**src/rtl/ahb_fir_pkg.sv**
```systemverilog
// Shared AHB-Lite types, widths and instruction-word field layout for the instruction master.
// The instruction word is packed as {HWRITE, HSIZE, HTRANS, addr, wdata}.
package ahb_fir_pkg;

    localparam int unsigned DWIDTH = 32;
    localparam int unsigned AWIDTH = 32;
    localparam int unsigned IW     = DWIDTH + AWIDTH + 6;

    typedef enum logic [1:0] {
        IDLE   = 2'b00,
        BUSY   = 2'b01,
        NONSEQ = 2'b10,
        SEQ    = 2'b11
    } htrans_t;

    localparam logic [2:0] HSIZE_BYTE  = 3'b000;
    localparam logic [2:0] HSIZE_HALF  = 3'b001;
    localparam logic [2:0] HSIZE_WORD  = 3'b010;
    localparam logic [2:0] HSIZE_DWORD = 3'b011;

    // Bit offsets of each field inside the packed instruction word.
    localparam int unsigned DATA_LSB   = 0;
    localparam int unsigned ADDR_LSB   = DWIDTH;
    localparam int unsigned HTRANS_LSB = DWIDTH + AWIDTH;
    localparam int unsigned HSIZE_LSB  = HTRANS_LSB + 2;
    localparam int unsigned HWRITE_BIT = HSIZE_LSB + 3;

    typedef struct packed {
        logic              hwrite;
        logic [2:0]        hsize;
        htrans_t           htrans;
        logic [AWIDTH-1:0] addr;
        logic [DWIDTH-1:0] data;
    } ahb_instr_t;

    // Only NONSEQ and SEQ transfers own a data phase.
    function automatic logic has_data_phase(htrans_t t);
        return (t == NONSEQ) || (t == SEQ);
    endfunction

endpackage

```
**src/rtl/ahb_instr_unpack.sv**
```systemverilog
// Splits a packed instruction word into its AHB fields; purely combinational.
// Shared by the master and by any monitor that needs to decode driver words.
module ahb_instr_unpack
    import ahb_fir_pkg::*;
(
    input  logic [IW-1:0] instr_i,
    output ahb_instr_t    instr_o
);

    always_comb begin
        instr_o.hwrite = instr_i[HWRITE_BIT];
        instr_o.hsize  = instr_i[HSIZE_LSB +: 3];
        instr_o.htrans = htrans_t'(instr_i[HTRANS_LSB +: 2]);
        instr_o.addr   = instr_i[ADDR_LSB +: AWIDTH];
        instr_o.data   = instr_i[DATA_LSB +: DWIDTH];
    end

endmodule

```
**src/rtl/ahb_instr_master.sv**
```systemverilog
// AHB-Lite master: turns driver instruction words into pipelined transfers (stage A = address
// phase, stage D = data phase) and returns completed reads as a one-cycle {addr, data} flag.
module ahb_instr_master
    import ahb_fir_pkg::*;
#(
    parameter int unsigned DWIDTH = ahb_fir_pkg::DWIDTH,
    parameter int unsigned AWIDTH = ahb_fir_pkg::AWIDTH
) (
    input  logic                         clk,
    input  logic                         rst,
    input  logic                         amba_en,
    input  logic [DWIDTH+AWIDTH+6-1:0]   amba_instr,
    output logic                         instr_rd,
    output logic                         amba_wr_flg,
    output logic [AWIDTH-1:0]            amba_slv_addr,
    output logic [DWIDTH-1:0]            amba_slv_data,
    output logic [AWIDTH-1:0]            HADDR,
    output logic [1:0]                   HTRANS,
    output logic                         HWRITE,
    output logic [2:0]                   HSIZE,
    output logic [DWIDTH-1:0]            HWDATA,
    input  logic [DWIDTH-1:0]            HRDATA,
    input  logic                         HREADY,
    input  logic                         HRESP
);

    ahb_instr_t instr;

    ahb_instr_unpack u_unpack (
        .instr_i (amba_instr),
        .instr_o (instr)
    );

    // Stage A: address phase
    logic              a_valid_q, a_valid_d;
    ahb_instr_t        a_q, a_d;

    // Stage D: data phase
    logic              d_valid_q, d_valid_d;
    logic              d_write_q, d_write_d;
    logic [AWIDTH-1:0] d_addr_q, d_addr_d;
    logic [DWIDTH-1:0] hwdata_q, hwdata_d;

    logic              err_hold_q, err_hold_d;

    // Read-return register
    logic              flg_q, flg_d;
    logic [AWIDTH-1:0] slv_addr_q, slv_addr_d;
    logic [DWIDTH-1:0] slv_data_q, slv_data_d;

    logic advance;
    logic accept;
    logic d_done;
    logic err_start;
    logic err_end;

    always_comb begin
        advance   = HREADY & ~err_hold_q;
        accept    = amba_en & (~a_valid_q | advance);
        d_done    = d_valid_q & HREADY & ~HRESP;
        err_start = d_valid_q & HRESP & ~HREADY & ~err_hold_q;
        err_end   = err_hold_q & HREADY;
    end

    // A loads on accept; otherwise it empties once its address phase is taken.
    always_comb begin
        a_valid_d = a_valid_q;
        a_d       = a_q;
        if (accept) begin
            a_valid_d = 1'b1;
            a_d       = instr;
        end else if (advance) begin
            a_valid_d = 1'b0;
        end
    end

    // D is refilled from A on advance; an errored transfer is dropped when the error response ends.
    always_comb begin
        d_valid_d = d_valid_q;
        d_write_d = d_write_q;
        d_addr_d  = d_addr_q;
        hwdata_d  = hwdata_q;
        if (advance) begin
            d_valid_d = a_valid_q & has_data_phase(a_q.htrans);
            if (a_valid_q && has_data_phase(a_q.htrans)) begin
                d_write_d = a_q.hwrite;
                d_addr_d  = a_q.addr;
                hwdata_d  = a_q.data;
            end
        end else if (err_end) begin
            d_valid_d = 1'b0;
        end
    end

    always_comb begin
        err_hold_d = err_hold_q;
        if (err_start) begin
            err_hold_d = 1'b1;
        end else if (err_end) begin
            err_hold_d = 1'b0;
        end
    end

    always_comb begin
        flg_d      = d_done & ~d_write_q & ~err_hold_q;
        slv_addr_d = slv_addr_q;
        slv_data_d = slv_data_q;
        if (flg_d) begin
            slv_addr_d = d_addr_q;
            slv_data_d = HRDATA;
        end
    end

    always_ff @(posedge clk or posedge rst) begin
        if (rst) begin
            a_valid_q  <= 1'b0;
            a_q        <= '0;
            d_valid_q  <= 1'b0;
            d_write_q  <= 1'b0;
            d_addr_q   <= '0;
            hwdata_q   <= '0;
            err_hold_q <= 1'b0;
            flg_q      <= 1'b0;
            slv_addr_q <= '0;
            slv_data_q <= '0;
        end else begin
            a_valid_q  <= a_valid_d;
            a_q        <= a_d;
            d_valid_q  <= d_valid_d;
            d_write_q  <= d_write_d;
            d_addr_q   <= d_addr_d;
            hwdata_q   <= hwdata_d;
            err_hold_q <= err_hold_d;
            flg_q      <= flg_d;
            slv_addr_q <= slv_addr_d;
            slv_data_q <= slv_data_d;
        end
    end

    // While an error response is in progress the pending address phase is cancelled.
    always_comb begin
        HTRANS = (a_valid_q && !err_hold_q) ? a_q.htrans : IDLE;
        HADDR  = a_q.addr;
        HWRITE = a_q.hwrite;
        HSIZE  = a_q.hsize;
        HWDATA = hwdata_q;
    end

    assign instr_rd      = accept;
    assign amba_wr_flg   = flg_q;
    assign amba_slv_addr = slv_addr_q;
    assign amba_slv_data = slv_data_q;

endmodule

```
**config.mk**
```make
export PLATFORM = sky130hd
export DESIGN_NAME = ahb_instr_master
export DESIGN_NICKNAME = d
export VERILOG_FILES = /design/src/rtl/ahb_fir_pkg.sv /design/src/rtl/ahb_instr_unpack.sv /design/src/rtl/ahb_instr_master.sv
export SDC_FILE = /design/constraint.sdc
export NUM_CORES = 1
export LEC_CHECK = 0
export CORE_MARGIN = 8
export CORE_UTILIZATION = 52
export CTS_CLUSTER_SIZE = 14
export DETAILED_ROUTE_END_ITERATION = 7
export GPL_TIMING_DRIVEN = 0
export HOLD_SLACK_MARGIN = 0.05
export PLACE_DENSITY = 0.94
export SYNTH_ARGS = -nofsm -noshare
export SYNTH_HDL_FRONTEND = slang
export SYNTH_HIERARCHICAL = 1
export SYNTH_SLANG_ARGS = --single-unit
```
**constraint.sdc**
```tcl
create_clock -name clk -period 20.6 [get_ports clk]
set_input_delay 5.15 -clock clk [delete_from_list [all_inputs] [get_ports clk]]
set_output_delay 5.15 -clock clk [all_outputs]
set_load 0.005 [all_outputs]
```
==> results of run 1 <==
-- sequential cells by signal, indices dropped and copies added, names as in the netlist --
name / count
err_hold_q: 1
d_addr_q: 32
HSIZE: 3
amba_slv_data: 32
amba_slv_addr: 32
HWRITE: 1
amba_wr_flg: 1
a_q: 34
d_write_q: 1
HWDATA: 32
d_valid_q: 1
HADDR: 32
a_valid_q: 1
-- routing by layer --
layer  up-vias  routed length (um)  track usage
met5         -                   0            0
met4         0                 445       0.0481
met1      2470                8090        0.226
li1       2142                   -            -
met3        36                1910       0.0682
met2       211               10500        0.353
-- power by group --
part	leakage, nW	internal (mW)	switching [mW]
Clock	0.326	0.213	0.149
Sequential	2.42	0.553	0.0926
Combinational	2.40	0.356	0.150
Total	5.15	1.12	0.392
-- metrics by stage --
step	setup WS, ns	cells	utilization
2_1_floorplan	9.63	542	-
3_3_place_gp	7.97	930	0.659
3_5_place_dp	8.01	931	0.661
4_1_cts	8.02	966	0.703
5_1_grt	7.90	966	0.703
6_report	8.06	966	0.703
-- synthesized netlist by cell type --
master and number:
clkbuf_1 1, nand2_1 1, mux2_4 49, buf_4 105, nand2b_1 1, mux2_2 150, buf_2 15, nor2_1 1
a21oi_1 1, and3b_1 2, dfrtp_1 203, inv_1 3, o21ai_0 1, buf_6 6, or4_4 1, a21o_1 1
a21boi_0 1
-- logic make-up (layout without fill, tap and decap cells) --
family	Yosys count	count (layout)
AO/OA/AOI/OAI	4	4
buffers and inverters	130	338
AND/OR/NAND/NOR	6	6
multiplexers	199	199
flip-flops	203	203
-- cell type report --
| cell class | count | area, um2 |
|---|---|---|
| timing repair buffer | 173 | 1750 |
| tap | 216 | 270 |
| fill | 1046 | 4740 |
| clock buffer | 30 | 632 |
| buffer | 127 | 935 |
| multi-input combinational | 209 | 2490 |
| inverter | 3 | 18.8 |
| clock inverter | 5 | 27.5 |
| sequential | 203 | 5080 |
-- how the worst max path moves through the flow --
stage	to	slack [ns]	depth (start not counted)
after global placement	HWDATA[19]$_DFFE_PP0P_	7.97	2
after detailed placement	instr_rd	8.01	6
after floorplan	instr_rd	9.63	4
final	instr_rd	8.06	6
after global routing	instr_rd	7.90	6
after CTS	instr_rd	8.02	6
-- critical path: cells and delay by family --
family | cells | cell delay (ns)
buffers and inverters | 4 | 1.96
AOI/OAI and AO/OA | 1 | 0.18
and+or+nand+nor | 1 | 0.11
==> metrics.cfg, run 1 <==
[routing]
drc=0
vias_per_cell=5.03
vias=4859
ant_nets=0
wirelength_um=20900
drt-wirelength-per-cell_um=21.7
drtIter0Drc=148
drt_first_pass_iters=6

[layout]
final_cell_mix=dfrtp_1 (203), clkdlybuf4s50_1 (172), mux2_2 (150), buf_4 (105), mux2_4 (49)
finalNetCount=847
n_antenna_cell=0
drive_gt1_frac=0.479
area_growth_pct=31.5
final_area_um2=11200
layout_commonest_cell=dfrtp_1

[yosys]
ys_seq_area_frac=0.596
synth-compound-area-share=0.00294
synth-xor-area-share=0
synthTopCellsByArea=dfrtp_1 (60%), mux2_2 (20%), buf_4 (9.3%)
synth_top_area_cell=dfrtp_1
yosysWarnings=6
synth_area_um2=8520
synth_fa_ha_area_frac=0
syn_nets=649
ys_seq_elements=203
synthCells=542
synth_top_area_share=0.596
synthSimpleGateAreaFrac=0.00499
synth_top_family_by_area=multiplexers
muxShareOfSynthArea=0.285
postSynthAreaPerCell_um2=15.7
ys_types=17

[setup_path]
worst-setup-path-type=input pin to output port
r2r_end=HADDR[9]$_DFFE_PP0P_
worst_setup_path_end_kind=output port
startpoint_type=input pin
cp_max_fo=10
required_ns=15.45
crit_path_top_delay_cell=clkdlybuf4s50_1
max_stage_delay_ns=0.57
r2r-start=err_hold_q$_DFFE_PP0P_
critPathLaunch=HREADY
cpMostUsedCell=clkdlybuf4s50_1
worstPathArrival_ns=7.39
reg2reg_depth=5
rrSetupSlack_ns=18.42
worstPathCellList=clkdlybuf4s50_1 -> nand2b_1 -> a21boi_0 -> clkbuf_1 -> buf_2 -> clkdlybuf4s50_1

[cts]
cts_root_buf=clkbuf_16
h-tree-depth=1
ctsResizeCount=0
postCtsHoldBufs=0
cts_buffers=23
clock-sinks=203
clkTransAtPathRegs_ns=0.06
cts_tree=yes
clockBufferDepth=3
clk_latency_ns=0.49
post_cts_buffers=0

[min_path]
holdPathEnd=amba_slv_addr[30]$_DFFE_PP0P_
min_path_cells=1
hold_path.class=flop to flop
hold_start=d_addr_q[30]$_DFFE_PP0P_

[grt]
grtUsageTotal=0.199
grt_pass1_wl_um=31700
grt_pass1_vias=5585
overflow=0
grt_max_degree=112
antenna_found_initial=0

[sta]
max_freq_mhz=79.7
rsz0062_at_grt=no
setup_tns_ns=0
whs_ns=0.500
finalClockSkew_ns=0.00751
fin_crit_sh=0.609
min_period_ns=12.54
final-setup-viol-count=0
hold_violations=0
slew_violations=0
worstMarginPinSlew_ns=0.757
slew_headroom=0.496

[place]
placed_cell_area_um2=10500
gp_congestion=0.849
io_buffers=172
dpl.hpwl_um=15000

[floorplanning]
core-area_um2=15900
start_util=0.534
die_area_um2=20700
die_h_um=144
io-pin-count=243
rows=46
dieWidth_um=144

[power]
finalPower_mw=1.51
max-vdd-ir-drop_v=0.0000716
power_density_nw_per_um2=135
power_leakage_nw=5.15

[job]
drv_cap=0

[run_status]
status=finished, final reports clean

(Power assumes the default switching activity.)
==> run 2: changes to the inputs <==
--- a/config.mk
+++ b/config.mk
@@ -6,12 +6,12 @@
 export NUM_CORES = 1
 export LEC_CHECK = 0
 export CORE_MARGIN = 8
-export CORE_UTILIZATION = 52
+export CORE_UTILIZATION = 43
 export CTS_CLUSTER_SIZE = 14
 export DETAILED_ROUTE_END_ITERATION = 7
 export GPL_TIMING_DRIVEN = 0
 export HOLD_SLACK_MARGIN = 0.05
-export PLACE_DENSITY = 0.94
+export PLACE_DENSITY = 0.84
 export SYNTH_ARGS = -nofsm -noshare
 export SYNTH_HDL_FRONTEND = slang
 export SYNTH_HIERARCHICAL = 1
==> constraint.sdc (replaced) <==
create_clock -name clk -period 10.48 [get_ports clk]
set_input_delay 2.62 -clock clk [delete_from_list [all_inputs] [get_ports clk]]
set_output_delay 2.62 -clock clk [all_outputs]
set_load 0.005 [all_outputs]
==> run 2 against run 1 <==
Setup slack worse by 5.0 ns. Flip-flop and latch count stayed put. First-iteration DRC count is 9.5% higher. Final area is 0.33% higher. Utilization is 13 points lower. Final cell count is 4.9% higher. Combinational power is 93% higher. Critical path depth stayed put. Total power is 93% higher. Sequential power is 94% higher. Critical endpoint unchanged. Largest cell class unchanged. Highest routed layer unchanged.
==> metrics.cfg, run 2 (same netlist as run 1, synthesis figures left out) <==
[run_status]
status=finished, final reports clean

[setup_path]
critPathLaunch=HREADY
startpoint_type=input pin
worstPathArrival_ns=4.83  ; -2.56 ns
r2r_end=HADDR[9]$_DFFE_PP0P_
cp_max_fo=10  ; unchanged
rrSetupSlack_ns=8.31  ; -10.11 ns
worst_setup_path_end_kind=output port
worst-setup-path-type=input pin to output port
r2r-start=err_hold_q$_DFFE_PP0P_
reg2reg_depth=5  ; unchanged
endpoint=instr_rd
required_ns=7.86  ; -7.59 ns

[layout]
area_growth_pct=32.0
num-fill-cells=1514  ; +45%
register_area_um2=5080  ; unchanged
drive_gt1_frac=0.475  ; -0.00407
regMostFlops=a_q
final_cell_mix=dfrtp_1 (203), clkdlybuf4s50_1 (172), mux2_2 (150), buf_4 (105), mux2_4 (49)
instances_no_fill=1013  ; +4.9%
multi_input_area_um2=2490  ; unchanged
layout_commonest_cell=dfrtp_1
n_antenna_cell=0  ; unchanged
finalNetCount=846  ; -0.12%
final_util=0.578  ; -0.125
largest_reg_flops=34  ; unchanged

[sta]
slew_headroom=0.564  ; +0.0687
rsz0062_at_grt=no
max_freq_mhz=134
worstMarginPinSlew_ns=0.654  ; -0.103 ns
fin_crit_sh=0.711
min_period_ns=7.45
final-setup-viol-count=0  ; unchanged
slew_violations=0  ; unchanged
finalClockSkew_ns=0.00654  ; -0.000967 ns
setup_tns_ns=0  ; unchanged
worst_slack_ns=3.03  ; -5.03 ns
hold_violations=0  ; unchanged

[routing]
ant_nets=0  ; unchanged
drtIter0Drc=162  ; +9.5%
wirelength_um=19200  ; -8.4%
drt-wirelength-per-cell_um=18.9  ; -13%
vias=4687  ; -3.5%
drt_first_pass_iters=4  ; -2
drc=0  ; unchanged
vias_per_cell=4.63  ; -8.0%

[cts]
clockBufferDepth=3  ; unchanged
clock-sinks=203  ; unchanged
cts_root_buf=clkbuf_16
ctsResizeCount=0  ; unchanged
clk_latency_ns=0.49  ; about the same
post_cts_buffers=0  ; unchanged
h-tree-depth=1  ; unchanged
cts_tree=yes
cts_buffers=22  ; -4.3%
clkTransAtPathRegs_ns=0.06  ; about the same
postCtsHoldBufs=0  ; unchanged

[floorplanning]
rows=51  ; +11%
start_util=0.438  ; -0.0966
die_h_um=157  ; +8.9%
dieWidth_um=157  ; +8.9%
die_area_um2=24600  ; +19%
io-pin-count=243  ; unchanged
core-area_um2=19500  ; +22%

[grt]
grt_max_degree=113  ; +0.89%
overflow=0  ; unchanged
grtUsageTotal=0.154  ; -0.0447
grt_pass1_vias=5344  ; -4.3%
grt_pass1_wl_um=30000  ; -5.5%
antenna_found_initial=0  ; unchanged

[min_path]
hold_path.class=flop to flop

[place]
dpl.hpwl_um=13700  ; -8.7%
place_inst=980  ; +5.3%
post-place-ws_ns=3.01  ; -5.01 ns
gp_congestion=0.788  ; -7.1%
io_buffers=172  ; unchanged

[job]
drv_cap=0  ; unchanged

[power]
max-vdd-ir-drop_v=0.000146  ; +100%
power_density_nw_per_um2=260  ; +93%
power_leakage_nw=5.13  ; -0.25%

[run 2: where the power goes]
| part | switching, mW | total, mW | internal [mW] | leakage (nW) |
|---|---|---|---|---|
| Combinational | 0.276 | 0.975 | 0.699 | 2.40 |
| Clock | 0.289 | 0.698 | 0.410 | 0.313 |
| Sequential | 0.166 | 1.25 | 1.09 | 2.42 |
[run 2: how the worst min path moves through the flow]
stage	startpoint	endpoint	slack (ns)	cells past startpoint
floorplan	a_valid_q$_DFFE_PP0P_	a_valid_q$_DFFE_PP0P_	0.47	1
global placement	d_addr_q[14]$_DFFE_PP0P_	amba_slv_addr[14]$_DFFE_PP0P_	0.48	1
detailed placement	d_addr_q[11]$_DFFE_PP0P_	amba_slv_addr[11]$_DFFE_PP0P_	0.49	1
CTS	d_addr_q[11]$_DFFE_PP0P_	amba_slv_addr[11]$_DFFE_PP0P_	0.50	1
global route	amba_slv_addr[25]$_DFFE_PP0P_	amba_slv_addr[25]$_DFFE_PP0P_	0.51	1
finish	d_addr_q[11]$_DFFE_PP0P_	amba_slv_addr[11]$_DFFE_PP0P_	0.50	1
[run 2: cell type report]
class | count | area share
inverters | 3 | 0.00167
multi-input cells | 209 | 0.222
clock buffers | 31 | 0.0556
clock inverters | 2 | 0.000890
flip-flops and latches | 203 | 0.452
plain buffers | 127 | 0.0831
well taps | 265 | 0.0295
repair buffers | 173 | 0.156
[run 2: layer usage]
layer	share of wire	track usage	vias up
met4	0.025	0.0426	0
met1	0.38	0.178	2341
met2	0.48	0.258	177
met3	0.11	0.0659	35
li1	-	-	2134
met5	0	0	-
[run 2: critical path, stage by stage]
cell,delay [ns]
clkdlybuf4s50_1,0.53
nand2b_1,0.11
a21boi_0,0.17
clkbuf_1,0.49
buf_2,0.36
clkdlybuf4s50_1,0.55
[run 2: stage by stage]
stage               hold WS, ns  cell area, um2  total power, mW
detailed placement        0.489           10600             2.25
global placement          0.481           10600             2.21
global route              0.510           11200             3.09
CTS                       0.499           11200             2.97
finish                    0.496           11200             2.92
floorplan                 0.473            8520             1.68
==> run 3: changes to the inputs <==
--- a/config.mk
+++ b/config.mk
@@ -6,12 +6,12 @@
 export NUM_CORES = 1
 export LEC_CHECK = 0
 export CORE_MARGIN = 8
-export CORE_UTILIZATION = 43
+export CORE_UTILIZATION = 48
 export CTS_CLUSTER_SIZE = 14
 export DETAILED_ROUTE_END_ITERATION = 7
 export GPL_TIMING_DRIVEN = 0
 export HOLD_SLACK_MARGIN = 0.05
-export PLACE_DENSITY = 0.84
+export PLACE_DENSITY = 0.88
 export SYNTH_ARGS = -nofsm -noshare
 export SYNTH_HDL_FRONTEND = slang
 export SYNTH_HIERARCHICAL = 1
==> constraint.sdc (replaced) <==
create_clock -name clk -period 7.6 [get_ports clk]
set_input_delay 1.9 -clock clk [delete_from_list [all_inputs] [get_ports clk]]
set_output_delay 1.9 -clock clk [all_outputs]
set_load 0.005 [all_outputs]
==> run 3 against run 2 <==
Setup slack lost 1.4 ns. Clock-buffer cell count shrank 1. Die area shrank 9.4%. Register-to-register slack lost 2.9 ns. Via count grew 1.7%. Non-clock buffer count is the same. Largest power group unchanged.
==> metrics.cfg, run 3 (same netlist as run 1, synthesis figures left out) <==
[setup_path]
r2r-start=err_hold_q$_DFFE_PP0P_
worstPathArrival_ns=4.11  ; -0.72 ns
rrSetupSlack_ns=5.44  ; -2.87 ns
reg2reg_depth=5  ; unchanged
worst_setup_path_end_kind=output port
r2r_end=HADDR[9]$_DFFE_PP0P_
required_ns=5.70  ; -2.16 ns
worst-setup-path-type=input pin to output port
cp_max_fo=10  ; unchanged
startpoint_type=input pin

[grt]
grtUsageTotal=0.166  ; +0.0114
grt_max_degree=112  ; -0.88%
antenna_found_initial=0  ; unchanged
grt_pass1_vias=5402  ; +1.1%
overflow=0  ; unchanged
grt_pass1_wl_um=29800  ; -0.81%

[cts]
cts_buffers=22  ; unchanged
clockBufferDepth=3  ; unchanged
cts_root_buf=clkbuf_16
postCtsHoldBufs=0  ; unchanged
h-tree-depth=1  ; unchanged
ctsResizeCount=0  ; unchanged
clk_latency_ns=0.50  ; about the same
cts_tree=yes
clkTransAtPathRegs_ns=0.06  ; about the same
clock-sinks=203  ; unchanged
post_cts_buffers=0  ; unchanged

[run_status]
status=finished, final reports clean

[routing]
wirelength_um=18800  ; -2.1%
drt_first_pass_iters=4  ; unchanged
drtIter0Drc=89  ; -45%
vias=4768  ; +1.7%
ant_nets=0  ; unchanged
vias_per_cell=4.87  ; +5.2%
drt-wirelength-per-cell_um=19.1  ; +1.2%
drc=0  ; unchanged

[layout]
layout_commonest_cell=dfrtp_1
area_growth_pct=32.3
drive_gt1_frac=0.482  ; +0.00752
final_util=0.651  ; +0.0738
largest_reg_flops=34  ; unchanged
finalNetCount=846  ; unchanged
regMostFlops=a_q
n_antenna_cell=0  ; unchanged
final_cell_mix=dfrtp_1 (203), clkdlybuf4s50_1 (172), mux2_2 (150), buf_4 (105), mux2_4 (49)
final_area_um2=11300  ; +0.23%
instances_no_fill=980  ; -3.3%

[place]
gp_congestion=0.741  ; -6.0%
place_inst=940  ; -4.1%
placed_cell_area_um2=10600  ; -0.47%
dpl.hpwl_um=13800  ; +0.93%
post-place-ws_ns=1.56  ; -1.45 ns
io_buffers=172  ; unchanged

[power]
max-vdd-ir-drop_v=0.000237  ; +62%
power_density_nw_per_um2=364  ; +40%
finalPower_mw=4.10  ; +40%
power_leakage_nw=5.17  ; +0.71%

[sta]
rsz0062_at_grt=no
fin_crit_sh=0.790
finalClockSkew_ns=0.0203  ; +0.0137 ns
worst_slack_ns=1.59  ; -1.43 ns
hold_violations=0  ; unchanged
min_period_ns=6.01
max_freq_mhz=166
slew_violations=0  ; unchanged
final-setup-viol-count=0  ; unchanged
whs_ns=0.498  ; +0.00264 ns
worstMarginPinSlew_ns=0.643  ; -0.0103 ns
slew_headroom=0.571  ; +0.00685
setup_tns_ns=0  ; unchanged

[floorplanning]
rows=48  ; -5.9%
die_h_um=149  ; -4.8%
die_area_um2=22300  ; -9.4%
start_util=0.492  ; +0.0548
dieWidth_um=149  ; -4.8%
io-pin-count=243  ; unchanged
core-area_um2=17300  ; -11%

[min_path]
hold_start=d_addr_q[22]$_DFFE_PP0P_
min_path_cells=1  ; unchanged
hold_path.class=flop to flop
holdPathEnd=amba_slv_addr[22]$_DFFE_PP0P_

[job]
drv_cap=0  ; unchanged

-- run 3: metal layers --
| metal | up-vias | wire, um | track usage |
|---|---|---|---|
| li1 | 2140 | - | - |
| met1 | 2421 | 7230 | 0.190 |
| met2 | 177 | 9190 | 0.280 |
| met3 | 30 | 1920 | 0.0701 |
| met4 | 0 | 422 | 0.0439 |
| met5 | - | 0 | 0 |
-- run 3: worst max path at each step --
stage                start                    to  slack, ns  depth (start not counted)
global route        HREADY              instr_rd       1.42                          6
detailed placement  HREADY              instr_rd       1.56                          6
CTS                 HREADY              instr_rd       1.54                          6
floorplan              rst  HADDR[0]$_DFFE_PP0P_       0.16                          1
finish              HREADY              instr_rd       1.59                          6
global placement       rst    a_q[2]$_DFFE_PP0P_      -1.82                          2
-- run 3: cell type report --
class | count | area (um2)
multi-input cells | 209 | 2490
repair buffers | 173 | 1750
inverters | 3 | 18.8
well taps | 225 | 282
flip-flops and latches | 203 | 5080
fillers | 1204 | 6030
plain buffers | 127 | 935
clock buffers | 30 | 621
clock inverters | 10 | 91.3
-- run 3: worst max-delay path, cell delays in order --
cell and delay, ns:
clkdlybuf4s50_1 0.52, nand2b_1 0.11, a21boi_0 0.22, clkbuf_1 0.45, buf_2 0.35, clkdlybuf4s50_1 0.55
-- run 3: power by group --
part	internal (mW)	leakage, nW	switching [mW]	total (mW)
Clock	0.608	0.349	0.416	1.02
Combinational	0.963	2.40	0.379	1.34
Sequential	1.50	2.42	0.236	1.73
Total	3.07	5.17	1.03	4.10
